<file path="config.mk">
export PLATFORM = sky130hd
export DESIGN_NAME = snowbro2_pcm_fetch
export DESIGN_NICKNAME = d
export VERILOG_FILES = /design/src/rtl/snowbro2_pcm_fetch.sv
export SDC_FILE = /design/constraint.sdc
export NUM_CORES = 1
export LEC_CHECK = 0
export ABC_AREA = 0
export ABC_CLOCK_PERIOD_IN_PS = 2430
export CAP_MARGIN = 20
export CORE_ASPECT_RATIO = 1.1
export CORE_MARGIN = 1.5
export CORE_UTILIZATION = 50
export CTS_CLUSTER_DIAMETER = 60
export CTS_CLUSTER_SIZE = 40
export DETAILED_ROUTE_END_ITERATION = 16
export GPL_TIMING_DRIVEN = 0
export PLACE_DENSITY = 0.8
export SLEW_MARGIN = 20
export SYNTH_ARGS = -nofsm -noshare
export SYNTH_HDL_FRONTEND = slang
export SYNTH_SLANG_ARGS = --single-unit
</file>
<file path="constraint.sdc">
create_clock -name CLK96 -period 2.43 [get_ports CLK96]
set_input_delay 0.3645 -clock CLK96 [delete_from_list [all_inputs] [get_ports CLK96]]
set_output_delay 0.3645 -clock CLK96 [all_outputs]
set_load 0.02 [all_outputs]
</file>
<file path="src/rtl/snowbro2_pcm_fetch.sv">
// snowbro2_pcm_fetch
//   Byte-wide PCM fetch front-end for the OKI6295 ADPCM decoder. It builds the
//   banked byte address, keeps one 32-bit line buffer and fetches a new SDRAM
//   word only on a miss. OKI_OK is combinational, so hits have zero latency.
//   It also holds the CPU-written OKI bank register and a flush path that is
//   used while the ROM is being downloaded.
//
// Ports
//   CLK96, RESET96_N      : audio clock, asynchronous active-low reset
//   FLUSH                 : invalidates the line and blocks new requests
//   BANK_EN               : 1 = bank bits prepended to the address, 0 = bank forced to 0
//   BANK_WE, BANK_DIN     : one-cycle bank register write strobe and value
//   OKI_ADDR              : byte address from the decoder
//   OKI_DATA, OKI_OK      : byte at OKI_ADDR and its valid flag
//   SDRAM_REQ, SDRAM_ADDR : word request (held until ack) and word address
//   SDRAM_ACK, SDRAM_VALID, SDRAM_DATA : request accept pulse, data pulse, word
//   RETRIES               : saturating count of timeout re-issues (debug)

module snowbro2_pcm_fetch #(
  parameter int AW      = 20,
  parameter int BANK_W  = 2,
  parameter int TIMEOUT = 255
) (
  input  logic              CLK96,
  input  logic              RESET96_N,
  input  logic              FLUSH,
  input  logic              BANK_EN,
  input  logic              BANK_WE,
  input  logic [BANK_W-1:0] BANK_DIN,
  input  logic [17:0]       OKI_ADDR,
  output logic [7:0]        OKI_DATA,
  output logic              OKI_OK,
  output logic              SDRAM_REQ,
  output logic [AW-3:0]     SDRAM_ADDR,
  input  logic              SDRAM_ACK,
  input  logic              SDRAM_VALID,
  input  logic [31:0]       SDRAM_DATA,
  output logic [7:0]        RETRIES
);

  localparam int TW = (TIMEOUT < 2) ? 1 : $clog2(TIMEOUT + 1);

  typedef enum logic [1:0] {
    IDLE,
    REQ,
    WAIT
  } state_t;

  state_t              state, state_nxt;
  logic [BANK_W-1:0]   bank, bank_nxt;
  logic                tag_valid, tag_valid_nxt;
  logic [AW-3:0]       tag, tag_nxt;
  logic [31:0]         line, line_nxt;
  logic [TW-1:0]       timer, timer_nxt;
  logic                req_nxt;
  logic [AW-3:0]       addr_nxt;
  logic [7:0]          retries_nxt;
  logic                fill;

  logic [BANK_W-1:0]   bank_sel;
  logic [AW-1:0]       fa;
  logic [AW-3:0]       wa;

  // The size cast truncates (or zero-extends) to AW bits, so a high OKI
  // address never carries into the bank field.
  assign bank_sel = BANK_EN ? bank : '0;
  assign fa       = AW'({bank_sel, OKI_ADDR});
  assign wa       = fa[AW-1:2];

  // The tag holds the full word address including bank bits, so a bank
  // change only causes a miss; the line does not need to be invalidated.
  assign OKI_OK   = tag_valid & (tag == wa) & ~FLUSH;
  assign OKI_DATA = line[{fa[1:0], 3'b000} +: 8];

  always_ff @(posedge CLK96 or negedge RESET96_N) begin
    if (!RESET96_N) begin
      state      <= IDLE;
      bank       <= '0;
      tag_valid  <= 1'b0;
      tag        <= '0;
      line       <= '0;
      timer      <= '0;
      SDRAM_REQ  <= 1'b0;
      SDRAM_ADDR <= '0;
      RETRIES    <= '0;
    end else begin
      state      <= state_nxt;
      bank       <= bank_nxt;
      tag_valid  <= tag_valid_nxt;
      tag        <= tag_nxt;
      line       <= line_nxt;
      timer      <= timer_nxt;
      SDRAM_REQ  <= req_nxt;
      SDRAM_ADDR <= addr_nxt;
      RETRIES    <= retries_nxt;
    end
  end

  // Once issued, a request always runs to completion because SDRAM has no
  // cancel; an address change is picked up as a fresh miss back in IDLE.
  // Ack and valid in the same REQ cycle are taken as ack then fill.
  always_comb begin
    state_nxt   = state;
    req_nxt     = SDRAM_REQ;
    addr_nxt    = SDRAM_ADDR;
    timer_nxt   = timer;
    retries_nxt = RETRIES;
    fill        = 1'b0;

    case (state)
      IDLE: begin
        if (!FLUSH && !OKI_OK) begin
          addr_nxt  = wa;
          req_nxt   = 1'b1;
          state_nxt = REQ;
        end
      end
      REQ: begin
        if (SDRAM_ACK) begin
          req_nxt   = 1'b0;
          timer_nxt = '0;
          if (SDRAM_VALID) begin
            fill      = 1'b1;
            state_nxt = IDLE;
          end else begin
            state_nxt = WAIT;
          end
        end
      end
      WAIT: begin
        if (SDRAM_VALID) begin
          fill      = 1'b1;
          state_nxt = IDLE;
        end else if (timer == TW'(TIMEOUT)) begin
          if (RETRIES != 8'hFF) begin
            retries_nxt = RETRIES + 8'd1;
          end
          req_nxt   = 1'b1;
          state_nxt = REQ;
        end else begin
          timer_nxt = timer + TW'(1);
        end
      end
      default: state_nxt = IDLE;
    endcase
  end

  // The tag comes from the latched request address, so a bank write in the
  // same cycle as a fill cannot corrupt it. A fill seen under FLUSH still
  // writes the line but leaves it invalid.
  always_comb begin
    line_nxt      = line;
    tag_nxt       = tag;
    tag_valid_nxt = tag_valid;
    bank_nxt      = bank;
    if (fill) begin
      line_nxt      = SDRAM_DATA;
      tag_nxt       = SDRAM_ADDR;
      tag_valid_nxt = 1'b1;
    end
    if (FLUSH) begin
      tag_valid_nxt = 1'b0;
    end
    if (BANK_WE) begin
      bank_nxt = BANK_DIN;
    end
  end

endmodule

</file>
==> results of run 1 <==
## power breakdown
group          total, mW  switching [mW]  internal (mW)
clock               1.07           0.556          0.513
sequential          2.52           0.412           2.11
combinational       2.53            1.04           1.49
total               6.12            2.01           4.11
## what timing repair did
item                       4_1_cts  5_1_grt
hold buffers                     0        0
pin swaps                        5        3
setup endpoints to repair        4       39
resized for setup               11       12
cloned                           0        0
## through the flow
| stage | hold WS (ns) | util, % | setup TNS [ns] | instance area (um^2) | cells |
|---|---|---|---|---|---|
| finish | 0.03189 | 68.81 | 0 | 5474 | 516 |
| global route | 0.07362 | 68.81 | -0.4051 | 5474 | 516 |
| CTS | 0.05078 | 68.34 | 0 | 5436 | 516 |
| detailed placement | 0.4526 | 65.26 | -2.463 | 5191 | 500 |
| global placement | 0.4843 | 65.04 | -203.69 | 5174 | 499 |
| floorplan | 0.06891 | - | 0 | 4118 | 299 |
## critical path, delay by kind of cell
| family | cells | cell delay [ns] |
|---|---|---|
| xor gates and xnor gates | 1 | 0.13 |
| buffers and inverters | 2 | 0.70 |
| and+or+nand+nor | 4 | 0.72 |
## flip-flops by register name, summed over array words and instances (netlist names)
| register | cells |
|---|---|
| line | 32 |
| SDRAM_ADDR | 18 |
| tag | 18 |
| RETRIES | 8 |
| timer | 8 |
| bank | 2 |
| state | 2 |
| SDRAM_REQ | 1 |
| tag_valid | 1 |
## worst max-delay path by stage
stage	from	to	slack, ns	cells past startpoint
3_3_place_gp	RESET96_N	SDRAM_ADDR[4]	-2.25	1
3_5_place_dp	OKI_ADDR[6]	OKI_OK	-0.40	7
5_1_grt	state[1]	line[17]	-0.03	6
6_report	OKI_ADDR[3]	OKI_OK	0.14	7
4_1_cts	OKI_ADDR[13]	OKI_OK	0.0004	7
2_1_floorplan	state[0]	timer[2]	0.44	7
## cells in the final DEF (no fill, tap or decap), types with 2 or more instances in the layout
cell	instances
a21oi_1	2
a22o_1	2
a32o_1	2
buf_1	2
buf_12	2
clkbuf_1	3
clkbuf_2	2
clkbuf_8	10
clkdlybuf4s50_1	87
clkinvlp_4	2
dfrtp_1	90
dlygate4sd2_1	2
ha_1	6
inv_1	6
inv_6	2
mux2_2	62
mux2_4	8
mux2i_1	3
mux4_2	8
nand2_1	12
nand3_1	6
nand4_1	14
nor2_1	19
nor3_1	2
o21ai_0	4
xnor2_1	14
xnor2_2	9
xor2_1	6
## Yosys cell counts, drive strengths merged (2+ instances only)
master,instances
ha,6
dfrtp,90
nand4,14
a21oi,2
nor2,19
mux2,70
nand2,12
mux4,8
mux2i,3
buf,3
xnor2,23
a22o,2
xor2,6
o21ai,5
inv,6
clkbuf,6
nand3,6
a32o,2
nor3,2
## metal layers
layer / vias up / routed length, um / GRT usage, %
li1: 1287 / - / -
met1: 1385 / 3603 / 27.45
met2: 67 / 4365 / 33.60
met3: 15 / 383 / 4.227
met4: 0 / 192 / 9.231
met5: - / 0 / 0
## logic make-up (layout without fill, tap and decap cells)
group	count (synthesis)	after routing
AO/OA/AOI/OAI	15	15
XOR/XNOR	29	29
adder cells (fa/ha/maj)	6	6
buffers and inverters	15	124
flip-flops	90	90
multiplexers	81	81
AND/OR/NAND/NOR	63	63
## layout make-up
class	instances	share of cell area [%]
flip-flops and latches	90	41.14
multi-input cells	194	34.01
repair buffers	93	17.05
clock buffers	10	2.514
well taps	108	2.469
clock inverters	6	1.303
plain buffers	9	1.097
inverters	6	0.4114
==> results.cfg, run 1 <==
[run_status]
status = completed

[clock_network]
cts_setup_buffers = 0
cts_made_buffers = 9
insertion_delay_ns = 0.37
cts_tree = done
clk_pin_slew_ns = 0.10
clock_sinks = 90
htree_levels = 3
clk_path_buf_depth = 2
cts_root_buf = clkbuf_8

[worst_setup_path]
criticalPathCategory = in -> out
max_stage_delay_ns = 0.53
crit_top_cell = nand4_1
cp_slowest_cell = clkdlybuf4s50_1
crit_chain = clkdlybuf4s50_1 > xnor2_2 > nand4_1 > nor4_2 > nand4_1 > nor2_1 > buf_2
reg2reg_from = state[1]
reg2reg_slack_ns = 0.16
crit_fanout = 2
startpoint_type = input port
arrival_ns = 1.92
cp.required_ns = 2.07
cp-end-kind = output pin
r2r-end = line[17]
ff2ff_path_depth = 6

[synth]
synth_area_um2 = 4118
ys_seq_area_share_pct = 54.69
synth-compound-area-share_pct = 2.522
synth-edff-count = 0
synth_area_per_cell_um2 = 13.77
synth-simple-area-share_pct = 7.870
synth_top_cell_by_area = dfrtp_1
synthMuxAreaShare_pct = 24.98
ys_warn_count = 0
synth_top_family_by_area = multiplexers
ys.flop_type = dfrtp_1
synth_top_area_share_pct = 54.69
async_flop_share_pct = 100.0
ys_seq_elements = 90
synthXorXnorAreaFrac_pct = 6.168
yosys.cell_types.count = 36
synth_fp_nets = 364
yosys-top-cells-area = dfrtp_1 (55%), mux2_2 (17%), xnor2_1 (4.9%)
netlist_instances = 299
post_synth_fa_ha_maj_area_fraction_pct = 1.823

[route]
routed_wirelength_um = 8545
antenna_left = 0
dr.pass1.iters = 4
wl_per_cell_um = 16.56
drt_iter0_drc = 63
vias = 2754
drc_errors = 0
avgViaCountPerCell = 5.337

[finish]
drive_above_1_share_pct = 28.19
regArea_um2 = 2252
multiInputGateArea_um2 = 1862
num-fill-cells = 582
layout.nets = 468
area_growth_syn_to_layout_pct = 32.94
antenna_cells = 0

[run]
cap_violations = 0

[timing]
finalSetupViolCount = 0
fmax_ghz = 0.4373
fin_crit_ns = 2.287
postLayoutSetupSlackWorst_ns = 0.1434
hold_violations = 0
worstMarginPinSlew_ns = 0.6812
drv_slew = 0
period_share_pct = 94.10
rsz0062_at_grt = yes
max_slew_margin_pct = 54.58
skew_ns = 0.01795

[global_routing]
grt_max_degree = 55
grt_usage_pct = 21.00
grt_first_pass_wirelength_um = 14000
globalRouteOverflowTotal = 0
antenna_found_initial = 0
grt_pass1_vias = 2906

[die]
rows = 34
die_area_um2 = 8790
start_util_pct = 51.76
die_h_um = 98.18
core-area_um2 = 7955
pin_count = 95
die_x_um = 89.53

[place]
gp_congestion = 0.7918
dp.final_hpwl_um = 6273
port_buffers = 92
pre_cts_ws_ns = -0.4041

[worst_hold_path]
hold_path.class = in -> async

[power]
power_density_nw_per_um2 = 1118
p_leak_nw = 2.312
ir_drop_uv = 467.0
fin_total_pwr_mw = 6.122
Power figures use the tool's default switching activity.
==> inputs of run 2 (changes only) <==
CTS_CLUSTER_SIZE = unset   (was 40)
==> results of run 2 <==
No change in the layout: final DEF, timing and power equal those of run 1.
==> inputs of run 3 (changes only) <==
CTS_CLUSTER_DIAMETER = 40   (was 60)
==> results of run 3 <==
No change in the layout: final DEF, timing and power equal those of run 1.
